<file path="config.mk">
export PLATFORM = sky130hd
export DESIGN_NAME = pc_sequencer_flat
export DESIGN_NICKNAME = d
export VERILOG_FILES = /design/src/rtl/pc_sequencer_if.sv /design/src/rtl/pc_sequencer.sv /design/src/flat_wrapper.sv
export SDC_FILE = /design/constraint.sdc
export NUM_CORES = 1
export LEC_CHECK = 0
export ABC_CLOCK_PERIOD_IN_PS = 1950
export CAP_MARGIN = 20
export CELL_PAD_IN_SITES_DETAIL_PLACEMENT = 0
export CELL_PAD_IN_SITES_GLOBAL_PLACEMENT = 2
export CORE_MARGIN = 2
export CORE_UTILIZATION = 20
export DETAILED_ROUTE_END_ITERATION = 12
export PLACE_DENSITY = 0.78
export SYNTH_ARGS = -nofsm -noshare
export SYNTH_HDL_FRONTEND = slang
export SYNTH_SLANG_ARGS = --single-unit
</file>
<file path="constraint.sdc">
create_clock -name clk -period 1.95 [get_ports clk]
set_input_delay 0.195 -clock clk [delete_from_list [all_inputs] [get_ports clk]]
set_output_delay 0.195 -clock clk [all_outputs]
set_load 0.01 [all_outputs]
</file>
<file path="src/rtl/pc_sequencer_if.sv">
// Instruction-memory fetch handshake between the PC sequencer (master)
// and instruction memory (slave).
interface pc_sequencer_if;
  logic        imem_req;
  logic [31:0] imem_addr;
  logic        imem_ack;
  logic [31:0] imem_rdata;

  modport master (
    output imem_req,
    output imem_addr,
    input  imem_ack,
    input  imem_rdata
  );

  modport slave (
    input  imem_req,
    input  imem_addr,
    output imem_ack,
    output imem_rdata
  );
endinterface

</file>
<file path="src/rtl/pc_sequencer.sv">
// RV32I fetch/next-PC controller: owns the PC, runs the imem handshake and
// retires one instruction at a time. Optional macro: PC_MISALIGN_TRAP_EN.
module pc_sequencer #(
  parameter logic [31:0] RESET_PC      = 32'h0000_0000,
  parameter int          FETCH_TIMEOUT = 16
) (
  input  logic                 clk,
  input  logic                 reset_n,
  pc_sequencer_if.master       imem,
  output logic [31:0]          instr,
  output logic [31:0]          pc,
  output logic                 instr_valid,
  output logic                 retire,
  input  logic                 stall,
  input  logic                 is_branch,
  input  logic                 br_taken,
  input  logic                 is_jal,
  input  logic                 is_jalr,
  input  logic [31:0]          br_target,
  input  logic [31:0]          jal_target,
  input  logic [31:0]          jalr_target,
  input  logic                 halt,
  output logic                 halted,
  output logic                 fetch_err,
  output logic                 misalign_err
);

  localparam logic [31:0] NOP          = 32'h0000_0013;
  localparam logic [7:0]  TIMEOUT_LAST = 8'(FETCH_TIMEOUT - 1);

  typedef enum logic [2:0] {
    IDLE,
    FETCH,
    EXEC,
    HALT,
    ERR
  } state_t;

  state_t      state;
  logic [7:0]  timeout_cnt;
  logic        req_q;
  logic [31:0] sel_target;
  logic [31:0] next_pc;
  logic        unused_sel_bits;

  assign imem.imem_req  = req_q;
  assign imem.imem_addr = pc;

  // Commit happens in the same cycle the datapath sees the instruction unstalled,
  // so writeback still observes the PC of the retiring instruction.
  assign retire = instr_valid & ~stall;

  always_comb begin
    sel_target = pc + 32'd4;
    if (is_jalr)
      sel_target = {jalr_target[31:1], 1'b0};
    else if (is_jal)
      sel_target = jal_target;
    else if (is_branch && br_taken)
      sel_target = br_target;
  end

  assign next_pc         = {sel_target[31:2], 2'b00};
  assign unused_sel_bits = ^{sel_target[1:0], jalr_target[0]};

`ifndef PC_MISALIGN_TRAP_EN
  assign misalign_err = 1'b0;
`endif

  always_ff @(posedge clk or negedge reset_n) begin
    if (!reset_n) begin
      state       <= IDLE;
      pc          <= RESET_PC;
      instr       <= NOP;
      req_q       <= 1'b0;
      instr_valid <= 1'b0;
      halted      <= 1'b0;
      fetch_err   <= 1'b0;
      timeout_cnt <= 8'd0;
`ifdef PC_MISALIGN_TRAP_EN
      misalign_err <= 1'b0;
`endif
    end else begin
      case (state)
        IDLE: begin
          state <= FETCH;
          req_q <= 1'b1;
        end
        FETCH: begin
          if (imem.imem_ack) begin
            instr       <= imem.imem_rdata;
            timeout_cnt <= 8'd0;
            req_q       <= 1'b0;
            instr_valid <= 1'b1;
            state       <= EXEC;
          end else if (timeout_cnt == TIMEOUT_LAST) begin
            req_q     <= 1'b0;
            fetch_err <= 1'b1;
            state     <= ERR;
          end else begin
            timeout_cnt <= timeout_cnt + 8'd1;
          end
        end
        EXEC: begin
          if (!stall) begin
            instr_valid <= 1'b0;
            // halt outranks any jump: the PC of the EBREAK is preserved
            if (halt) begin
              halted <= 1'b1;
              state  <= HALT;
            end
`ifdef PC_MISALIGN_TRAP_EN
            else if (sel_target[1]) begin
              halted       <= 1'b1;
              misalign_err <= 1'b1;
              state        <= HALT;
            end
`endif
            else begin
              pc    <= next_pc;
              req_q <= 1'b1;
              state <= FETCH;
            end
          end
        end
        HALT, ERR: begin
          state <= state;
        end
        default: begin
          state <= IDLE;
        end
      endcase
    end
  end

endmodule

</file>
<file path="src/flat_wrapper.sv">
// flat-port wrapper written by rule: the top's interface ports become plain ports
module pc_sequencer_flat 
#(
  parameter logic [31:0] RESET_PC      = 32'h0000_0000,
  parameter int          FETCH_TIMEOUT = 16
)
  (clk, reset_n, instr, pc, instr_valid, retire, stall, is_branch, br_taken, is_jal, is_jalr, br_target, jal_target, jalr_target, halt, halted, fetch_err, misalign_err, imem_imem_req, imem_imem_addr, imem_imem_ack, imem_imem_rdata);
  pc_sequencer_if imem_i ();
  input  logic clk;
  input  logic reset_n;
  output logic [31:0] instr;
  output logic [31:0] pc;
  output logic instr_valid;
  output logic retire;
  input  logic stall;
  input  logic is_branch;
  input  logic br_taken;
  input  logic is_jal;
  input  logic is_jalr;
  input  logic [31:0] br_target;
  input  logic [31:0] jal_target;
  input  logic [31:0] jalr_target;
  input  logic halt;
  output logic halted;
  output logic fetch_err;
  output logic misalign_err;
  output wire logic [$bits(imem_i.imem_req)-1:0] imem_imem_req;
  output wire logic [$bits(imem_i.imem_addr)-1:0] imem_imem_addr;
  input wire logic [$bits(imem_i.imem_ack)-1:0] imem_imem_ack;
  input wire logic [$bits(imem_i.imem_rdata)-1:0] imem_imem_rdata;
  assign imem_imem_req = imem_i.imem_req;
  assign imem_imem_addr = imem_i.imem_addr;
  assign imem_i.imem_ack = imem_imem_ack;
  assign imem_i.imem_rdata = imem_imem_rdata;
  pc_sequencer #(.RESET_PC(RESET_PC), .FETCH_TIMEOUT(FETCH_TIMEOUT)) u_core (.clk(clk), .reset_n(reset_n), .imem(imem_i), .instr(instr), .pc(pc), .instr_valid(instr_valid), .retire(retire), .stall(stall), .is_branch(is_branch), .br_taken(br_taken), .is_jal(is_jal), .is_jalr(is_jalr), .br_target(br_target), .jal_target(jal_target), .jalr_target(jalr_target), .halt(halt), .halted(halted), .fetch_err(fetch_err), .misalign_err(misalign_err));
endmodule
</file>
## Yosys cells after proc, flatten, opt, wreduce, memory -nomap -nowiden

Index checks and enable logic that the tools add are counted.

| cells by class | value |
|---|---|
| add/subtract/negate cells | 2 |
| equality and inequality tests | 10 |
| multiplexer cells | 18 |
| bitwise operators | 5 |
| reduce and logical (&&, ||, !) cells | 13 |

Operators by type and width:

| operator | number |
|---|---|
| 2-to-1 mux 32 bit | 3 |
| adder 32 x 3 -> 32 bit (second input constant) | 1 |
| 2-to-1 mux 8 bit | 2 |
| AND reduction 3 bit | 5 |
| one-hot mux 3 bit (4 select lines) | 1 |
| 2-to-1 mux 3 bit | 3 |
| adder 8 x 1 -> 8 bit (second input constant) | 1 |
| == test 8 x 4 -> 1 bit (second input constant) | 1 |
| != test 2 bit (second input constant) | 4 |
| == test 3 x 2 -> 1 bit (second input constant) | 2 |
| 2-to-1 mux 1 bit | 6 |
| inverter 1 bit | 4 |
| AND reduction 2 bit | 2 |
| AND reduction 4 bit | 1 |
| == test 3 x 1 -> 1 bit (second input constant) | 1 |
| == test 3 bit (second input constant) | 1 |
| logical NOT 3 bit | 1 |
| != test 3 x 2 -> 1 bit (second input constant) | 1 |
| one-hot mux 1 bit (3 select lines) | 1 |
| nonzero test 3 bit | 1 |
| 2-to-1 mux 2 bit | 1 |
| one-hot mux 1 bit (2 select lines) | 1 |
| nonzero test 2 bit | 1 |
| OR reduction 2 bit | 1 |
| 2 further kinds | 2 |

| storage, ports and cells | value |
|---|---|
| register bits after elaboration | 77 |
| input port bits | 137 |
| output and inout bits | 102 |
| logic and storage cells | 56 |

## Longest topological paths before layout

| logic depth | value |
|---|---|
| depth after elaboration | 4 |
| mapped depth | 8 |

## Worst setup path before layout

Ideal clock, no wire load.

| timing path | value |
|---|---|
| path type | reg-to-reg |
| start | register u_core.pc[4] (netlist: u_core.imem.imem_addr[4]) |
| end | register u_core.pc[28] (netlist: u_core.imem.imem_addr[28]) |
| setup time | 122 ps |
| arrival | 2,014 ps |
| slack | -185 ps |
| stages on the path, launching flop included | 8 |
| buffers on the path | 2 |
| period minus slack after synthesis | 2,135 ps |
| path through | dfrtp_1 -> clkbuf_2 -> and4_1 -> buf_2 -> nand4_2 -> or4_1 -> a31o_1 -> a32o_1 |

| on the way | value |
|---|---|
| word-level cells in the longest chain between the ends | 4 |

RTL lines:

| what | RTL line | RTL |
|---|---|---|
| from (decl) | pc_sequencer.sv:11 | `output logic [31:0] pc,` |
| from (signal assigned) | pc_sequencer.sv:120 | `pc <= next_pc;` |
| adder 32 x 3 -> 32 bit | pc_sequencer.sv:54 | `sel_target = pc + 32'd4;` |
| 2-to-1 mux 32 bit | pc_sequencer.sv:59 | `else if (is_branch && br_taken)` |
| 2-to-1 mux 32 bit | pc_sequencer.sv:57 | `else if (is_jal)` |
| 2-to-1 mux 32 bit | pc_sequencer.sv:55 | `if (is_jalr)` |

No other way between the ends.
A chain may end at the register's enable or synchronous reset.

## Worst setup path in the final report

| timing path | value |
|---|---|
| start | register u_core.pc[16] (netlist: u_core.imem.imem_addr[16]) |
| end | register u_core.pc[29] (netlist: u_core.imem.imem_addr[29]) |

The elaborated chain is that of the path after synthesis.

==> reports/results.ini <==
[outcome]
status = completed

[logic_synthesis]
synth_edf_count = 0
syn_area_sq_um = 4770
synth_cells = 518
synth-seq-cells = 77
avgSynthCellArea_sq_um = 9.208
synth_area_leader_cell = dfrtp_1
synth-compound-area-share = 0.2211
yosys.area_share.simple = 0.1779
async_flop_share = 1.000
synth_top_area_frac = 0.3882
synth.area.mux_share = 0.09024
ys_seq_area_frac = 0.4048
synthTopCellsByArea = dfrtp_1 39%, mux2_2 7.6%, buf_4 5.5%
yosys_warnings = 0
synth_ff_type = dfrtp_1
synth-xor-area-share = 0.007345
synth_top_family_by_area = compound AO/OA/AOI/OAI gates
ys_types = 61
synth_fa_ha_area_frac = 0.005247

[clocking]
clockRootBuffer = clkbuf_16
clock_latency_ns = 0.34
tritoncts = done
cts_inserted_buffers = 9
clk_pin_slew_worst_paths_ns = 0.07
clockBufferDepth = 2
htreeDepth = 3
cts.sinks = 77

[sta]
tns_ns = 0
setup_viol = 0
final.min_clock_period_ns = 1.906
finalCritPeriodShare = 0.9774
finalMaxSlewViolations = 0
fin_skew_ns = 0.007651
hold_viol_final = 0
worst_pin_slew_ns = 0.5140
grt_setup_unrepaired = true
fin_hold_ws_ns = 0.3129
slew_headroom = 0.6574
clock.fmax_mhz = 524.7

[placement]
dp_hpwl_um = 13890
place_area_sq_um = 7772
portBuffers = 227
gp_congestion = 0.7911

[grt]
grt_start_max_net_pins = 35
track_usage = 0.1435
grt_pass1_vias = 4959
grt_antenna_before_repair = 2
overflow = 0
grt_pass1_wl_um = 27660

[floorplanning]
die_height_um = 158.4
fp.dieW_um = 158.4
rows = 56
die_area_sq_um = 25100
core_area_sq_um = 23470
ios = 239
start_util = 0.2032

[routing]
post_drt_via_cell_ratio = 4.517
wire_per_inst_um = 16.42
drt_iter0_drc = 205
drt_first_pass_iters = 4
drc = 0
wl_um = 18050
ant_nets = 0
vias = 4964

[power]
swShare = 0.3454
seq_power_share = 0.290
p_int_mw = 6.499
combPwrFrac = 0.539
p_switching_mw = 3.428
p_leak_nw = 3.183
peakVddDrop_mv = 0.4229
pwr-share-clk = 0.171
powerDensity_nw_per_um2 = 1221

[flow_run]
cap_violations = 0

[worst_setup_path]
end_kind = flop
critPathRequiredTime_ns = 2.17
startpoint_type = flop
worstSetupPathType = flop to flop
arrival_ns = 2.13
cp_max_fo = 4

[finish]
design_area_sq_um = 8132
nNetsFinal = 913
area_growth_pct = 70.49
final_layout_size_suffix_gt1_frac = 0.2118

[worst_hold_path]
hold_path_class = primary input to flop

critical path: stages (launching register included):
cell	delay (ns)
dfrtp_2	0.37
nand2_2	0.06
or3_4	0.41
or4_4	0.55
a31o_1	0.22
a32o_1	0.19
repair_timing:
item / CTS / global route
gates resized for setup: 0 / 10
setup endpoints to repair: 0 / 11
hold buffers: 1 / 0
endpoints found under the hold margin: 32 / 0
setup buffers: 0 / 5
synth_stat cells, types with 3 or more instances:
cell type,instances
or4_1,3
buf_4,35
nor4_1,6
o21ai_0,35
dfstp_2,3
o211ai_1,5
mux2i_1,7
and3_1,9
a31oi_1,6
a21o_1,3
o31a_1,5
and4_1,4
a311oi_1,3
a221oi_1,15
nor3_1,8
clkbuf_1,25
o22ai_1,6
nand2b_1,15
buf_1,5
nand2_1,44
a31o_2,4
buf_2,4
a32o_1,7
dfrtp_1,74
nand4_1,6
mux2_2,32
inv_1,11
o311ai_0,4
a211oi_1,6
nor2_1,27
nand3_1,22
nor2b_1,6
a21oi_1,20
o31ai_1,15
power by group through the flow:
stage	clock network (mW)	registers, mW	logic, mW
detailed placement	0	2.91	5.36
floorplan	0	3.31	2.04
global route	1.83	3.00	5.83
global placement	0	2.87	5.33
finish	1.69	2.88	5.35
CTS	1.77	2.88	5.38
layout make-up:
cell class / count / area [sq um]
fillers: 2413 / 15340
repair buffers: 311 / 2980
multi-input cells: 364 / 2474
flip-flops and latches: 77 / 1942
well taps: 319 / 399.1
clock buffers: 10 / 229.0
clock inverters: 6 / 63.81
inverters: 11 / 41.29
diodes: 1 / 2.502
sequential cells by signal, indices dropped and copies added, names as in the netlist:
register	flops
u_core.fetch_err	1
u_core.imem.imem_addr	30
u_core.timeout_cnt	8
u_core.instr_valid	1
u_core.halted	1
u_core.state	3
u_core.instr	32
u_core.imem.imem_req	1
metrics by stage:
step	cells	utilization	setup WS, ns	power (mW)
finish	1099	0.3464	0.04411	9.927
detailed placement	1076	0.3311	0.01385	8.262
CTS	1093	0.3440	0.01167	10.03
global route	1099	0.3464	-0.03992	10.66
floorplan	522	-	-0.01077	5.350
global placement	1076	0.3311	0.02749	8.205
metal layers:
layer	part of all wire	wire length (um)	global-route usage	up-vias
li1	-	-	-	2408
met3	0.063	1137	0.03402	13
met4	0.0095	172	0.03175	0
met1	0.45	8118	0.1923	2368
met5	0	0	0	-
met2	0.48	8618	0.2350	175
cell usage in the layout, fill, tap and decap left out, drive strengths merged, types with 3 or more instances in the layout:
cell,n
a32o,7
clkbuf,10
conb,5
a311oi,3
or3,3
o31a,5
o211ai,5
or4,3
nand2b,15
a21oi,20
a211oi,6
nand4,7
inv,12
o21ai,35
mux2i,7
mux2,32
nand3,23
o22ai,6
a221oi,15
and3,9
o311ai,4
buf,86
and4,4
dfrtp,74
a21o,3
nor3,8
a31oi,6
o31ai,15
nand2,44
nor2,27
clkdlybuf4s50,224
nor4,7
a31o,6
dfstp,3
nor2b,6
cell families (layout without fill, tap and decap cells):
group | Yosys count | in the layout
adder cells (fa/ha/maj) | 2 | 2
flip-flops | 77 | 77
AND/OR/NAND/NOR | 163 | 163
AO/OA/AOI/OAI | 151 | 151
multiplexers | 39 | 39
other | 1 | 6
XOR/XNOR | 4 | 4
buffers and inverters | 81 | 338
worst paths after layout:
| check | from | endpoint | slack [ns] | cells past startpoint |
|---|---|---|---|---|
| setup / recovery | u_core.imem.imem_addr[16]$_DFFE_PN0P_ | u_core.imem.imem_addr[29]$_DFFE_PN0P_ | 0.04 | 5 |
| hold / removal | is_jalr | u_core.imem.imem_addr[8]$_DFFE_PN0P_ | 0.31 | 3 |
| setup reg to reg | u_core.imem.imem_addr[16]$_DFFE_PN0P_ | u_core.imem.imem_addr[29]$_DFFE_PN0P_ | 0.04 | 5 |
| hold reg to reg | u_core.halted$_DFFE_PN0P_ | u_core.halted$_DFFE_PN0P_ | 0.46 | 1 |
| max in group asynchronous | reset_n | u_core.instr[0]$_DFFE_PN1P_ | 0.92 | 3 |
| min in group asynchronous | reset_n | u_core.imem.imem_addr[10]$_DFFE_PN0P_ | 0.39 | 2 |
No activity file was read; power rests on OpenSTA's default activity.
==> RTL change, RTL diff (same flow settings) <==
Add a define of `PC_MISALIGN_TRAP_EN`.
--- a/src/rtl/pc_sequencer.sv
+++ b/src/rtl/pc_sequencer.sv
@@ -1,5 +1,7 @@
 // RV32I fetch/next-PC controller: owns the PC, runs the imem handshake and
 // retires one instruction at a time. Optional macro: PC_MISALIGN_TRAP_EN.
+`define PC_MISALIGN_TRAP_EN
+
 module pc_sequencer #(
   parameter logic [31:0] RESET_PC      = 32'h0000_0000,
   parameter int          FETCH_TIMEOUT = 16
Function: changed (Yosys sat finds a counterexample within 4 cycles, from zero or initial values and one cycle with reset_n low).
==> RTL change against the original RTL <==
Sequential cell count grew 1; final area grew 2.3%; area after synthesis grew 2.4%; worst setup slack gained 0.031 ns; largest cell class unchanged; non-clock buffer count shrank 1; first-iteration DRC count grew 18%; critical path type unchanged; sequential share of layout area shrank 0.36 points; maximum frequency grew 1.7%; count of clock-buffer cells in the layout shrank 1; wire length grew 11%; critical path depth grew 1; global-route usage grew 1.2 points.
Power is not compared: it rests on default switching activity, and its combinational part moved more than twofold at a synthesized area within 25%.
==> RTL change: results <==
metrics = {
    "clock_tree": {
        "cts_resized": 2,
        "post_cts_buffers": 2,
        "htreeDepth": 3,
    },
    "power": {
        "combPwrFrac": 0.335,
        "vdd_ir_drop_max_mv": 0.391,
    },
    "synth": {
        "synth_cell_types": 63,
        "synth_commonest_cells": "dfrtp_1, o21ai_0, nand2_1",
        "avgSynthCellArea_sq_um": 8.75,
        "netlist_top_cells_area": "dfrtp_1, mux2_2, o21ai_0",
        "ys_seq_area_frac": 0.400,
    },
    "cells_and_area": {
        "antennaDiodeCount": 0,
        "drive_above_1_share": 0.195,
        "fillCellCount": 2465,
        "final_nets": 955,
    },
    "global_route": {
        "grt_util_met1": 0.199,
        "grt_max_degree": 39,
        "grt_pass1_vias": 5351,
        "grt_util_met3": 0.0478,
        "grt.total_usage": 0.156,
        "grt_pass1_wl_mm": 31.0,
        "use_met2": 0.257,
        "antenna_found_initial": 3,
    },
    "setup_path": {
        "reg2reg_from": "u_core.state[0]$_DFFE_PN0P_",
        "ff2ff_path_depth": 6,
        "crit_fanout": 19,
        "slowest_delay_ns": 0.53,
        "rrSetupSlack_ns": 0.08,
        "crit_arrival_ns": 2.10,
        "r2r_end": "u_core.imem.imem_addr[28]$_DFFE_PN0P_",
        "cp_slowest_cell": "or4b_4",
    },
    "route": {
        "drtIter0Drc": 241,
        "wirelength_mm": 20.0,
        "vias_per_cell": 4.63,
        "route.met3.wl_mm": 1.49,
        "met2_length_mm": 9.49,
        "routedWlPerCell_microns": 17.5,
        "highest_layer": "met5",
        "wl_met1_mm": 8.76,
    },
    "placement": {
        "dpl_cell_area_sq_um": 7900,
        "post-dp-hpwl_mm": 15.3,
        "pre_cts_ws_ns": -0.235,
        "portBuffers": 231,
        "globalplace.congestion": 0.799,
    },
    "outcome": {
        "outcome": "complete, no violations",
    },
    "sta": {
        "holdWs_ns": 0.293,
        "relSlewSlack": 0.662,
        "fin_skew_ns": 0.00961,
    },
    "hold_path": {
        "hold_path.class": "in -> async",
    },
}
-- RTL change: changes by cell type after synthesis, sizes merged, moves of 6 or more --
cell,change
o21ai,+32
a21oi,+17
nor2,+17
a221oi,-13
nand2,+9
o31ai,-8
a211oi,+6
nand3,-6
-- RTL change: layout make-up --
type | instances | area, sq um | area share
inverter | 8 | 30.0 | 0.00361
tap | 324 | 405 | 0.0487
clock inverter | 7 | 80.1 | 0.00963
clock buffer | 9 | 225 | 0.0271
timing repair buffer | 310 | 3000 | 0.360
sequential | 78 | 1960 | 0.235
multi-input combinational | 409 | 2630 | 0.316
-- RTL change: worst max-delay path by stage --
stage | from | endpoint | slack (ns) | depth (start not counted)
4_1_cts | u_core.imem.imem_addr[2]$_DFFE_PN0P_ | u_core.imem.imem_addr[30]$_DFFE_PN0P_ | -0.005 | 6
6_report | u_core.state[0]$_DFFE_PN0P_ | u_core.imem.imem_addr[28]$_DFFE_PN0P_ | 0.08 | 6
2_1_floorplan | u_core.state[2]$_DFFE_PN0P_ | u_core.imem.imem_addr[13]$_DFFE_PN0P_ | -0.009 | 7
3_5_place_dp | stall | u_core.imem.imem_addr[11]$_DFFE_PN0P_ | -0.24 | 6
3_3_place_gp | stall | u_core.imem.imem_addr[11]$_DFFE_PN0P_ | -0.18 | 6
5_1_grt | u_core.imem.imem_addr[9]$_DFFE_PN0P_ | u_core.imem.imem_addr[29]$_DFFE_PN0P_ | -0.008 | 6
-- RTL change: kinds of logic after synthesis --
logic type / share of synthesized area
and+or+nand+nor: 0.185
AOI/OAI and AO/OA: 0.230
DFF: 0.400
buffers and inverters: 0.0873
muxes: 0.0799
xor gates and xnor gates: 0.0108
adders and majority gates: 0.00512
other: 0.000768
